==> config.mk <==
export PLATFORM = sky130hd
export DESIGN_NAME = hififo_request_arbiter_flat
export DESIGN_NICKNAME = d
export VERILOG_FILES = /design/src/rtl/hififo_pkg.sv /design/src/rtl/hififo_request_arbiter_if.sv /design/src/rtl/hififo_tag_pool.sv /design/src/rtl/hififo_request_arbiter.sv /design/src/flat_wrapper.sv
export SDC_FILE = /design/constraint.sdc
export NUM_CORES = 1
export LEC_CHECK = 0
export CORE_UTILIZATION = 45
export CTS_CLUSTER_SIZE = 25
export DETAILED_ROUTE_END_ITERATION = 7
export GPL_TIMING_DRIVEN = 0
export PLACE_DENSITY = 0.91
export SYNTH_ARGS = -nofsm -noshare
export SYNTH_HDL_FRONTEND = slang
export SYNTH_SLANG_ARGS = --single-unit
==> constraint.sdc <==
create_clock -name clock -period 6.11 [get_ports clock]
set_input_delay 1.222 -clock clock [delete_from_list [all_inputs] [get_ports clock]]
set_output_delay 1.222 -clock clock [all_outputs]
set_load 0.05 [all_outputs]
==> src/rtl/hififo_pkg.sv <==
// Shared constants and the request record used by the hififo request arbiter.
package hififo_pkg;

  localparam int ADDR_W   = 64;
  localparam int TAG_W    = 8;
  localparam int CHAN_W   = 3;
  localparam int NCH_MAX  = 8;
  localparam int NTAG_MAX = 256;

  // One request as presented to the TLP transmit engine.
  typedef struct packed {
    logic              is_read;
    logic [ADDR_W-1:0] addr;
    logic [CHAN_W-1:0] chan;
    logic [TAG_W-1:0]  tag;
  } req_t;

endpackage

==> src/rtl/hififo_request_arbiter_if.sv <==
// Bundle of channel request, TX request and completion signals around the
// arbiter. The slave modport is the arbiter's view; master is its surroundings
// (channel controllers, TX engine and completion decoder).
interface hififo_request_arbiter_if #(
  parameter int NCH = 4
);
  import hififo_pkg::*;

  logic [NCH-1:0]        req_valid;
  logic [NCH-1:0]        req_is_read;
  logic [NCH*ADDR_W-1:0] req_addr;
  logic [NCH-1:0]        req_ready;

  logic                  tx_valid;
  logic                  tx_ready;
  logic                  tx_is_read;
  logic [ADDR_W-1:0]     tx_addr;
  logic [TAG_W-1:0]      tx_tag;
  logic [CHAN_W-1:0]     tx_chan;

  logic                  cpl_valid;
  logic [TAG_W-1:0]      cpl_tag;
  logic                  cpl_last;
  logic                  cpl_route_valid;
  logic [CHAN_W-1:0]     cpl_route_chan;
  logic [8:0]            tags_free;
  logic                  err_spurious_cpl;

  modport master (
    output req_valid, req_is_read, req_addr, tx_ready, cpl_valid, cpl_tag, cpl_last,
    input  req_ready, tx_valid, tx_is_read, tx_addr, tx_tag, tx_chan,
           cpl_route_valid, cpl_route_chan, tags_free, err_spurious_cpl
  );

  modport slave (
    input  req_valid, req_is_read, req_addr, tx_ready, cpl_valid, cpl_tag, cpl_last,
    output req_ready, tx_valid, tx_is_read, tx_addr, tx_tag, tx_chan,
           cpl_route_valid, cpl_route_chan, tags_free, err_spurious_cpl
  );

endinterface

==> src/rtl/hififo_tag_pool.sv <==
// Read-tag pool: hands out the lowest free tag, remembers which channel owns
// each live tag so completions can be routed back, and frees a tag on its
// final completion. Completions for tags that are not live are flagged and
// otherwise ignored.
module hififo_tag_pool
  import hififo_pkg::*;
#(
  parameter int NTAG = 32
) (
  input  logic              clock,
  input  logic              pci_reset_n,
  input  logic              alloc,
  input  logic [CHAN_W-1:0] alloc_chan,
  output logic [TAG_W-1:0]  alloc_tag,
  output logic              any_free,
  input  logic              cpl_valid,
  input  logic [TAG_W-1:0]  cpl_tag,
  input  logic              cpl_last,
  output logic              cpl_route_valid,
  output logic [CHAN_W-1:0] cpl_route_chan,
  output logic [8:0]        tags_free,
  output logic              err_spurious_cpl
);

  localparam int IDX_W = (NTAG > 1) ? $clog2(NTAG) : 1;

  logic [NTAG-1:0]   free_mask;
  logic [NTAG-1:0]   mask_next;
  logic [CHAN_W-1:0] owner [NTAG];
  logic [IDX_W-1:0]  alloc_idx;
  logic [IDX_W-1:0]  cpl_idx;
  logic              cpl_in_range;
  logic              cpl_live;
  logic              do_free;

  assign cpl_in_range = ({1'b0, cpl_tag} < 9'(NTAG));
  assign cpl_idx      = cpl_tag[IDX_W-1:0];
  assign cpl_live     = cpl_in_range && !free_mask[cpl_idx];
  assign do_free      = cpl_valid && cpl_live && cpl_last;
  assign any_free     = |free_mask;
  assign alloc_tag    = TAG_W'(alloc_idx);

  // Find-first-free: scanning downward leaves the lowest free index.
  always_comb begin
    alloc_idx = '0;
    for (int i = NTAG - 1; i >= 0; i--) begin
      if (free_mask[i]) alloc_idx = IDX_W'(i);
    end
  end

  // Allocation and free never hit the same tag (one is free, one is live).
  always_comb begin
    mask_next = free_mask;
    if (alloc)   mask_next[alloc_idx] = 1'b0;
    if (do_free) mask_next[cpl_idx]   = 1'b1;
  end

  // Free mask and counter; a reset returns every tag to the pool.
  always_ff @(posedge clock or negedge pci_reset_n) begin
    if (!pci_reset_n) begin
      free_mask <= '1;
      tags_free <= 9'(NTAG);
    end else begin
      free_mask <= mask_next;
      tags_free <= tags_free + {8'b0, do_free} - {8'b0, alloc};
    end
  end

  // Owner table needs no reset: an entry is only read while its tag is live.
  always_ff @(posedge clock) begin
    if (alloc) owner[alloc_idx] <= alloc_chan;
  end

  // Registered completion routing and the sticky spurious-completion flag.
  always_ff @(posedge clock or negedge pci_reset_n) begin
    if (!pci_reset_n) begin
      cpl_route_valid  <= 1'b0;
      cpl_route_chan   <= '0;
      err_spurious_cpl <= 1'b0;
    end else begin
      cpl_route_valid <= cpl_valid && cpl_live;
      if (cpl_valid && cpl_live) cpl_route_chan <= owner[cpl_idx];
      if (cpl_valid && !cpl_live) err_spurious_cpl <= 1'b1;
    end
  end

endmodule

==> src/rtl/hififo_request_arbiter.sv <==
// Round-robin arbiter sharing the PCIe TX request port between channel
// controllers. Accepted requests are registered toward the TX engine; reads
// get a tag from the tag pool so their completions can be routed back.
module hififo_request_arbiter
  import hififo_pkg::*;
#(
  parameter int NCH  = 4,
  parameter int NTAG = 32
) (
  input  logic                      clock,
  input  logic                      pci_reset_n,
  hififo_request_arbiter_if.slave   bus
);

  localparam int CIW = $clog2(NCH);

  logic [CIW-1:0]    last_grant;
  logic [CIW-1:0]    grant_idx;
  logic              grant_found;
  logic [NCH-1:0]    eligible;
  logic [ADDR_W-1:0] addr_arr [NCH];
  logic              slot_free;
  logic              take;
  logic              alloc;
  logic              any_free;
  logic [TAG_W-1:0]  alloc_tag;
  logic              tx_valid_q;
  req_t              tx_q;

  assign slot_free = !tx_valid_q || bus.tx_ready;
  assign take      = slot_free && grant_found && pci_reset_n;
  assign alloc     = take && bus.req_is_read[grant_idx];

  // Split the flattened address bus and mark channels that could be served;
  // a read is only eligible while the pool still holds a tag.
  always_comb begin
    for (int i = 0; i < NCH; i++) begin
      addr_arr[i] = bus.req_addr[i*ADDR_W +: ADDR_W];
      eligible[i] = bus.req_valid[i] && (!bus.req_is_read[i] || any_free);
    end
  end

  // Round-robin search starting one past the last granted channel.
  always_comb begin
    logic [CIW-1:0] cand;
    grant_found = 1'b0;
    grant_idx   = '0;
    for (int k = 1; k <= NCH; k++) begin
      cand = CIW'((int'(last_grant) + k) % NCH);
      if (!grant_found && eligible[cand]) begin
        grant_found = 1'b1;
        grant_idx   = cand;
      end
    end
  end

  // One-hot acceptance, suppressed while reset is held.
  always_comb begin
    bus.req_ready = '0;
    if (take) bus.req_ready[grant_idx] = 1'b1;
  end

  // Output register and round-robin pointer; payload holds while stalled.
  always_ff @(posedge clock or negedge pci_reset_n) begin
    if (!pci_reset_n) begin
      tx_valid_q <= 1'b0;
      tx_q       <= '0;
      last_grant <= CIW'(NCH - 1);
    end else if (take) begin
      tx_valid_q   <= 1'b1;
      tx_q.is_read <= bus.req_is_read[grant_idx];
      tx_q.addr    <= addr_arr[grant_idx];
      tx_q.chan    <= CHAN_W'(grant_idx);
      tx_q.tag     <= alloc ? alloc_tag : '0;
      last_grant   <= grant_idx;
    end else if (bus.tx_ready) begin
      tx_valid_q <= 1'b0;
    end
  end

  assign bus.tx_valid   = tx_valid_q;
  assign bus.tx_is_read = tx_q.is_read;
  assign bus.tx_addr    = tx_q.addr;
  assign bus.tx_tag     = tx_q.tag;
  assign bus.tx_chan    = tx_q.chan;

  hififo_tag_pool #(
    .NTAG(NTAG)
  ) u_tag_pool (
    .clock            (clock),
    .pci_reset_n      (pci_reset_n),
    .alloc            (alloc),
    .alloc_chan       (CHAN_W'(grant_idx)),
    .alloc_tag        (alloc_tag),
    .any_free         (any_free),
    .cpl_valid        (bus.cpl_valid),
    .cpl_tag          (bus.cpl_tag),
    .cpl_last         (bus.cpl_last),
    .cpl_route_valid  (bus.cpl_route_valid),
    .cpl_route_chan   (bus.cpl_route_chan),
    .tags_free        (bus.tags_free),
    .err_spurious_cpl (bus.err_spurious_cpl)
  );

endmodule

==> src/flat_wrapper.sv <==
// flat-port wrapper written by rule: the top's interface ports become plain ports
module hififo_request_arbiter_flat import hififo_pkg::*;
#(
  parameter int NCH  = 4,
  parameter int NTAG = 32
)
  (clock, pci_reset_n, bus_req_valid, bus_req_is_read, bus_req_addr, bus_tx_ready, bus_cpl_valid, bus_cpl_tag, bus_cpl_last, bus_req_ready, bus_tx_valid, bus_tx_is_read, bus_tx_addr, bus_tx_tag, bus_tx_chan, bus_cpl_route_valid, bus_cpl_route_chan, bus_tags_free, bus_err_spurious_cpl);
  hififo_request_arbiter_if #(.NCH(NCH)) bus_i ();
  input  logic clock;
  input  logic pci_reset_n;
  input wire logic [$bits(bus_i.req_valid)-1:0] bus_req_valid;
  input wire logic [$bits(bus_i.req_is_read)-1:0] bus_req_is_read;
  input wire logic [$bits(bus_i.req_addr)-1:0] bus_req_addr;
  input wire logic [$bits(bus_i.tx_ready)-1:0] bus_tx_ready;
  input wire logic [$bits(bus_i.cpl_valid)-1:0] bus_cpl_valid;
  input wire logic [$bits(bus_i.cpl_tag)-1:0] bus_cpl_tag;
  input wire logic [$bits(bus_i.cpl_last)-1:0] bus_cpl_last;
  output wire logic [$bits(bus_i.req_ready)-1:0] bus_req_ready;
  output wire logic [$bits(bus_i.tx_valid)-1:0] bus_tx_valid;
  output wire logic [$bits(bus_i.tx_is_read)-1:0] bus_tx_is_read;
  output wire logic [$bits(bus_i.tx_addr)-1:0] bus_tx_addr;
  output wire logic [$bits(bus_i.tx_tag)-1:0] bus_tx_tag;
  output wire logic [$bits(bus_i.tx_chan)-1:0] bus_tx_chan;
  output wire logic [$bits(bus_i.cpl_route_valid)-1:0] bus_cpl_route_valid;
  output wire logic [$bits(bus_i.cpl_route_chan)-1:0] bus_cpl_route_chan;
  output wire logic [$bits(bus_i.tags_free)-1:0] bus_tags_free;
  output wire logic [$bits(bus_i.err_spurious_cpl)-1:0] bus_err_spurious_cpl;
  assign bus_i.req_valid = bus_req_valid;
  assign bus_i.req_is_read = bus_req_is_read;
  assign bus_i.req_addr = bus_req_addr;
  assign bus_i.tx_ready = bus_tx_ready;
  assign bus_i.cpl_valid = bus_cpl_valid;
  assign bus_i.cpl_tag = bus_cpl_tag;
  assign bus_i.cpl_last = bus_cpl_last;
  assign bus_req_ready = bus_i.req_ready;
  assign bus_tx_valid = bus_i.tx_valid;
  assign bus_tx_is_read = bus_i.tx_is_read;
  assign bus_tx_addr = bus_i.tx_addr;
  assign bus_tx_tag = bus_i.tx_tag;
  assign bus_tx_chan = bus_i.tx_chan;
  assign bus_cpl_route_valid = bus_i.cpl_route_valid;
  assign bus_cpl_route_chan = bus_i.cpl_route_chan;
  assign bus_tags_free = bus_i.tags_free;
  assign bus_err_spurious_cpl = bus_i.err_spurious_cpl;
  hififo_request_arbiter #(.NCH(NCH), .NTAG(NTAG)) u_core (.clock(clock), .pci_reset_n(pci_reset_n), .bus(bus_i));
endmodule
==> results of run 1 <==
[worst register-to-register path, cell delays in order (launching register included)]
cell and delay, ns:
dfstp_2 0.36, clkbuf_1 0.22, or4_4 0.49, or4_4 0.55
buf_6 0.17, o31a_1 0.37, o211ai_2 0.21, nand3_2 0.21
a221o_1 0.40, buf_4 0.17, nand2_4 0.12, inv_2 0.12
ha_1 0.30, inv_1 0.05, ha_1 0.16, inv_1 0.06
fa_1 0.39, nor2b_1 0.15, o21ai_0 0.11, a21boi_0 0.26
o21ai_0 0.11, nand2b_1 0.12, a21o_1 0.13, a21oi_1 0.08
xnor2_1 0.12
[repair_timing]
action / 4_1_cts / 5_1_grt
gates cloned: 0 / 0
pin swaps: 1 / 0
buffers inserted: 1 / 3
endpoints found under the setup margin: 7 / 6
resized for setup: 11 / 6
[power breakdown]
group	total (mW)	internal [mW]	leakage [nW]	switching, mW
Clock	1.21	0.581	0.311	0.626
Sequential	1.88	1.66	1.99	0.224
Combinational	3.88	1.39	3.45	2.49
[stage by stage]
step,hold slack (ns),TNS (ns)
after floorplan,0.4792,0
after global routing,0.4959,0
after detailed placement,0.4573,-4.729
final,0.4802,0
after CTS,0.4762,0
after global placement,0.4500,-528.15
[worst max-delay path by stage]
stage / start / end / slack (ns) / cells after the start
after floorplan: bus_cpl_tag[0] / u_core.u_tag_pool.tags_free[8] / 0.60 / 23
after global placement: pci_reset_n / u_core.u_tag_pool.tags_free[8] / -3.95 / 20
after detailed placement: bus_cpl_tag[0] / u_core.u_tag_pool.tags_free[8] / -1.15 / 24
after CTS: u_core.u_tag_pool.free_mask[0] / bus_req_ready[3] / 0.02 / 10
after global routing: u_core.u_tag_pool.free_mask[1] / bus_req_ready[3] / 0.03 / 10
final: u_core.u_tag_pool.free_mask[1] / bus_req_ready[3] / 0.14 / 10
[metal layers]
| metal | vias to the layer above | GRT usage | wire, um |
|---|---|---|---|
| met5 | - | 0 | 23 |
| met4 | 4 | 0.1938 | 2398 |
| met3 | 156 | 0.1001 | 5250 |
| met2 | 847 | 0.5994 | 20660 |
| met1 | 5121 | 0.4598 | 15650 |
| li1 | 4432 | - | - |
[placed cells by master (no fill, tap or decap), types with 20 or more instances in the layout]
cell type and count:
mux2_2 50, inv_1 32, o22a_1 22, nor4_1 28
nor3_1 20, o21ai_0 28, o21ai_1 52, a21oi_1 23
clkbuf_1 41, clkdlybuf4s50_1 363, dfrtp_1 85, a222oi_1 52
nor2_1 50, mux4_2 36, nand2_1 117, dfstp_2 35
edfxtp_1 64
[state kept, by name, summed over array words and instances, names as in the netlist, 2 cells and up]
register                          count
u_core.bus.tx_addr                   64
u_core.bus.tx_chan                    2
u_core.bus.tx_tag                     5
u_core.last_grant                     2
u_core.u_tag_pool.cpl_route_chan      2
u_core.u_tag_pool.free_mask          32
u_core.u_tag_pool.owner              64
u_core.u_tag_pool.tags_free           9
[cells in the mapped netlist, types with 5 or more instances]
| cell type | instances |
|---|---|
| nor4_1 | 30 |
| a222oi_1 | 52 |
| nand3_1 | 14 |
| mux4_2 | 36 |
| edfxtp_1 | 64 |
| o21ai_1 | 52 |
| and2_1 | 5 |
| buf_2 | 10 |
| clkbuf_1 | 46 |
| mux2_2 | 50 |
| nor3_1 | 20 |
| dfrtp_1 | 85 |
| or2_2 | 6 |
| a21oi_1 | 23 |
| and4_1 | 5 |
| nor2_1 | 50 |
| nand2b_1 | 14 |
| and3_1 | 9 |
| ha_1 | 9 |
| buf_1 | 6 |
| nand2_1 | 117 |
| o22a_1 | 22 |
| a211oi_1 | 6 |
| or4_1 | 7 |
| buf_4 | 9 |
| xnor2_1 | 6 |
| nor2b_1 | 6 |
| o21ai_0 | 28 |
| dfstp_2 | 35 |
| inv_1 | 33 |
| o21bai_1 | 5 |
[cell families (layout without fill, tap and decap cells)]
family | count (synthesis) | after routing
and+or+nand+nor | 300 | 300
buffers and inverters | 112 | 512
adders and majority gates | 10 | 10
DFF | 184 | 184
AOI/OAI and AO/OA | 235 | 235
other | 1 | 11
muxes | 95 | 95
xor gates and xnor gates | 7 | 7
[cell type report]
cell class              instances  area share
multi-input cells             652      0.3276
flip-flops and latches        184      0.3275
repair buffers                371      0.2452
clock buffers                  17     0.02804
well taps                     285     0.02350
plain buffers                  72     0.02334
clock inverters                15     0.01435
inverters                      37    0.009565
diodes                          6   0.0009895
==> flow_metrics.py, run 1 <==
metrics = {
    "placement": {
        "portBuffers": 366,
        "routabilityCongestion": 0.9860,
        "dpl_cell_area_sq_um": 14470,
        "pre_cts_ws_ns": -1.145,
        "hpwl_mm": 34.18,
        "place_inst": 1600,
    },
    "logic_synthesis": {
        "synth_xor_area_frac": 0.005892,
        "synth_edf_count": 64,
        "synth_ff_type": "dfrtp_1",
        "synth_compound_area_frac": 0.1680,
        "async_flop_share": 0.6522,
        "synth_cell_type_count": 76,
        "yosysTopAreaCell": "dfrtp_1",
        "yosysTopAreaCellShare": 0.2044,
        "synth.mux.area_fraction": 0.1457,
        "synthTopCellsByArea": "dfrtp_1 20%, edfxtp_1 18%, dfstp_2 8.8%",
        "synthesis.instances": 944,
        "yosys_warnings": 0,
        "synth_top_family_by_area": "compound AO/OA/AOI/OAI gates",
        "synth_area_sq_um": 10410,
        "synthAdderAreaFrac": 0.01274,
        "ys_seq_elements": 184,
        "synth.avg_cell_area_sq_um": 11.02,
        "synth_simple_gate_area_share": 0.1419,
        "seq_area_frac_synth": 0.4775,
    },
    "critical_path": {
        "worstPathArrival_ns": 4.75,
        "crit_path_top_delay_cell": "clkdlybuf4s50_1",
        "crit_top_cell": "or4_4",
        "critPathKind": "flop to output port",
        "worstRegToRegCells": 24,
        "cp_slowest_stage_delay_ns": 0.75,
        "crit_required_ns": 4.89,
        "rrSetupSlack_ns": 0.57,
        "worst-path-max-fanout": 10,
        "critical-path-top-delay-family": "buffers and inverters",
        "r2r-end": "u_core.u_tag_pool.tags_free[8]",
        "crit_path_start_kind": "flop",
        "cp_num_buf_inv": 5,
        "worst_setup_path_end_kind": "output port",
        "r2r-start": "u_core.u_tag_pool.free_mask[1]",
        "path_cells": "clkbuf_1 > or4_4 > or4_4 > buf_6 > o31ai_2 > a41o_1 > clkbuf_2 > buf_1 > nor3_1 > clkdlybuf4s50_1",
    },
    "drt": {
        "drt_wl_total_mm": 43.97,
        "drt_iter0_drc": 1614,
        "vias": 10560,
        "via_per_inst": 6.443,
        "ant_nets": 0,
        "dr.pass1.iters": 8,
        "drc": 0,
        "wire_per_inst_um": 26.83,
    },
    "grt": {
        "overflow": 0,
        "antenna_found_initial": 9,
        "grt_pass1_wl_mm": 65.00,
        "grt_start_max_net_pins": 66,
        "gr-usage-all-layers": 0.3724,
        "grt_pass1_vias": 10490,
    },
    "layout": {
        "layout-drive-gt1-share": 0.1588,
        "fin_nets": 1622,
        "n_fill_cell": 1658,
        "final_util": 0.6702,
        "instances_no_fill": 1639,
        "syn_to_final_growth_pct": 45.81,
        "multi_input_area_sq_um": 4971,
        "final_area_sq_um": 15170,
        "seqCellArea_sq_um": 4969,
    },
    "cts": {
        "cts_root_buffer": "clkbuf_16",
        "cts_num_sinks": 184,
        "ctsHoldBuffers": 0,
        "clkTransAtPathRegs_ns": 0.08,
        "cts_tree": "yes",
        "cts_max_level": 4,
        "clock_latency_ns": 0.46,
        "clk_path_buf_depth": 2,
        "cts-buffers-inserted": 17,
    },
    "floorplanning": {
        "die_area_sq_um": 23740,
        "initial_core_util": 0.4596,
        "num_rows": 55,
        "coreArea_sq_um": 22640,
        "die_y_um": 154.1,
        "io_pins": 372,
        "die_w_um": 154.1,
    },
    "timing": {
        "min_period_over_period": 0.9768,
        "period_minus_slack_ns": 5.968,
        "fin_skew_ns": 0.02247,
        "fin_ws_ns": 0.1415,
        "rsz0062_at_grt": "no",
        "setup-violations-final": 0,
        "final-max-slew-violation-count": 0,
        "slew-limit-headroom": 0.2909,
        "tightest_slew_ns": 1.050,
        "fmax_ghz": 0.1675,
        "hold_violations": 0,
    },
    "min_path": {
        "hold_end": "u_core.u_tag_pool.err_spurious_cpl",
        "hp-class": "flop to flop",
        "hold_depth": 1,
        "worstHoldStart": "u_core.u_tag_pool.err_spurious_cpl",
    },
    "power": {
        "cellLeakagePower_nw": 5.747,
        "ir_worst_vdd_v": 0.0002625,
        "finalPower_mw": 6.965,
        "p_per_area_nw_per_um2": 459.0,
    },
    "outcome": {
        "status": "finished clean",
    },
    "job": {
        "cap_violations": 0,
    },
}
(Power assumes the default switching activity.)
==> run 2: changes to the inputs <==
RECOVER_POWER = 50   (was not set)
SKIP_CTS_REPAIR_TIMING = 1   (was not set)
==> run 2 against run 1 <==
Against the previous run: the flow now finishes with violations (design-rule violations); fmax down 0.44%; combinational power is 2% lower; die area unchanged; cell count grew 0.31%; clock skew barely moved; clock power is essentially flat; critical endpoint unchanged.
==> flow_metrics.py, run 2 (synthesized netlist as in run 1, its figures left out) <==
metrics = {
    "critical_path": {
        "r2r-start": "u_core.u_tag_pool.free_mask[1]",
        "crit_top_cell": "or4_4",
        "crit_path_top_delay_cell": "clkdlybuf4s50_1",
        "worst-path-max-fanout": 10,
        "worstSetupStartpoint": "u_core.u_tag_pool.free_mask[1]",
        "r2r-end": "u_core.u_tag_pool.tags_free[8]",
        "crit_required_ns": 4.89,
        "path_cells": "clkbuf_1 > or4_4 > or4_4 > buf_6 > o31ai_2 > a41o_1 > clkbuf_2 > buf_1 > nor3_1 > clkdlybuf4s50_1",
        "worstPathArrival_ns": 4.77,
        "worst_setup_path_end_kind": "output port",
        "cp_slowest_stage_delay_ns": 0.75,
        "critPathKind": "flop to output port",
        "worstRegToRegCells": 24,
        "crit_path_start_kind": "flop",
        "rrSetupSlack_ns": 0.55,
    },
    "timing": {
        "final-max-slew-violation-count": 0,
        "min_period_over_period": 0.9812,
        "slew-limit-headroom": 0.2750,
        "fin_hold_ws_ns": 0.4738,
        "tightest_slew_ns": 1.074,
        "fin_ws_ns": 0.1150,
        "period_minus_slack_ns": 5.995,
        "fmax_ghz": 0.1668,
        "setup-violations-final": 0,
        "hold_violations": 0,
        "fin_skew_ns": 0.02283,
        "tns_ns": 0,
        "rsz0062_at_grt": "no",
    },
    "outcome": {
        "status": "finished with violations",
        "failed_checks": "design-rule violations",
    },
    "drt": {
        "drt_iter0_drc": 1594,
        "drc": 3,
        "ant_nets": 0,
        "dr.pass1.iters": 8,
        "drt_wl_total_mm": 44.13,
        "vias": 10620,
        "via_per_inst": 6.462,
        "wire_per_inst_um": 26.84,
    },
    "grt": {
        "grt_start_max_net_pins": 66,
        "grt_pass1_wl_mm": 64.98,
        "antenna_found_initial": 9,
        "grt_pass1_vias": 10480,
        "overflow": 0,
        "gr-usage-all-layers": 0.3724,
    },
    "layout": {
        "n_fill_cell": 1657,
        "mostFrequentLayoutCells": "277 x clkdlybuf4s50_1, 117 x nand2_1, 86 x dlygate4sd3_1",
        "final_common_cell": "clkdlybuf4s50_1",
        "final_area_sq_um": 15210,
        "layout-drive-gt1-share": 0.1604,
        "instances_no_fill": 1644,
        "fin_nets": 1627,
        "syn_to_final_growth_pct": 46.16,
        "final_util": 0.6718,
    },
    "cts": {
        "cts_root_buffer": "clkbuf_16",
        "clock_latency_ns": 0.46,
        "cts_max_level": 4,
        "cts_tree": "yes",
        "cts_num_sinks": 184,
        "clk_path_buf_depth": 2,
        "cts-buffers-inserted": 17,
        "clkTransAtPathRegs_ns": 0.08,
    },
    "placement": {
        "hpwl_mm": 34.18,
        "place_inst": 1600,
        "dpl_cell_area_sq_um": 14470,
        "pre_cts_ws_ns": -1.145,
        "routabilityCongestion": 0.9860,
        "portBuffers": 366,
    },
    "min_path": {
        "worstHoldStart": "u_core.u_tag_pool.err_spurious_cpl",
        "hold_depth": 1,
        "hp-class": "flop to flop",
        "hold_end": "u_core.u_tag_pool.err_spurious_cpl",
    },
    "floorplanning": {
        "coreArea_sq_um": 22640,
        "num_rows": 55,
        "die_y_um": 154.1,
        "initial_core_util": 0.4596,
        "io_pins": 372,
        "die_area_sq_um": 23740,
        "die_w_um": 154.1,
    },
    "job": {
        "cap_violations": 0,
    },
    "power": {
        "ir_worst_vdd_v": 0.0002483,
        "p_per_area_nw_per_um2": 452.2,
        "finalPower_mw": 6.877,
        "cellLeakagePower_nw": 5.891,
    },
}
## run 2: changes by cell type in the layout (fill, tap and decap cells not counted), moves of 2 or more
| cell | delta |
|---|---|
| clkdlybuf4s50_1 | -86 |
| dlygate4sd3_1 | +86 |
| buf_4 | +4 |
| dlygate4sd2_1 | -2 |
| dlymetal6s2s_1 | +2 |
## run 2: worst max-delay path by stage
stage / end / slack [ns] / cells after the start
after global placement: u_core.u_tag_pool.tags_free[8] / -3.95 / 20
after global routing: bus_req_ready[3] / 0.0009 / 10
after CTS: u_core.u_tag_pool.tags_free[8] / -0.70 / 24
final: bus_req_ready[3] / 0.11 / 10
after floorplan: u_core.u_tag_pool.tags_free[8] / 0.60 / 23
after detailed placement: u_core.u_tag_pool.tags_free[8] / -1.15 / 24
## run 2: final cells by class
class                      count  area [sq um]  area share
sequential                   184          4969      0.3267
multi-input combinational    652          4959      0.3260
timing repair buffer         376          3765      0.2475
clock buffer                  17         425.4     0.02797
buffer                        72         357.8     0.02353
tap                          285         356.6     0.02345
clock inverter                15         217.7     0.01431
inverter                      37         145.1    0.009543
antenna                        6         15.01   0.0009872
## run 2: critical path: cells and delay by family, from the launching register on
kind / cells / cell delay, ns
AOI/OAI and AO/OA: 2 / 0.84
buffers and inverters: 5 / 1.95
DFF: 1 / 0.36
and+or+nand+nor: 3 / 1.16
## run 2: layer usage
metal,vias up,share of wire,track usage
li1,4444,-,-
met1,5152,0.35,0.4615
met2,872,0.47,0.5968
met3,151,0.12,0.1009
met4,4,0.053,0.1943
met5,-,0.00052,0
## run 2: power breakdown
part | switching, mW | internal, mW | leakage (nW)
sequential | 0.212 | 1.66 | 1.99
clock | 0.629 | 0.581 | 0.311
combinational | 2.49 | 1.31 | 3.59
total | 3.33 | 3.54 | 5.89
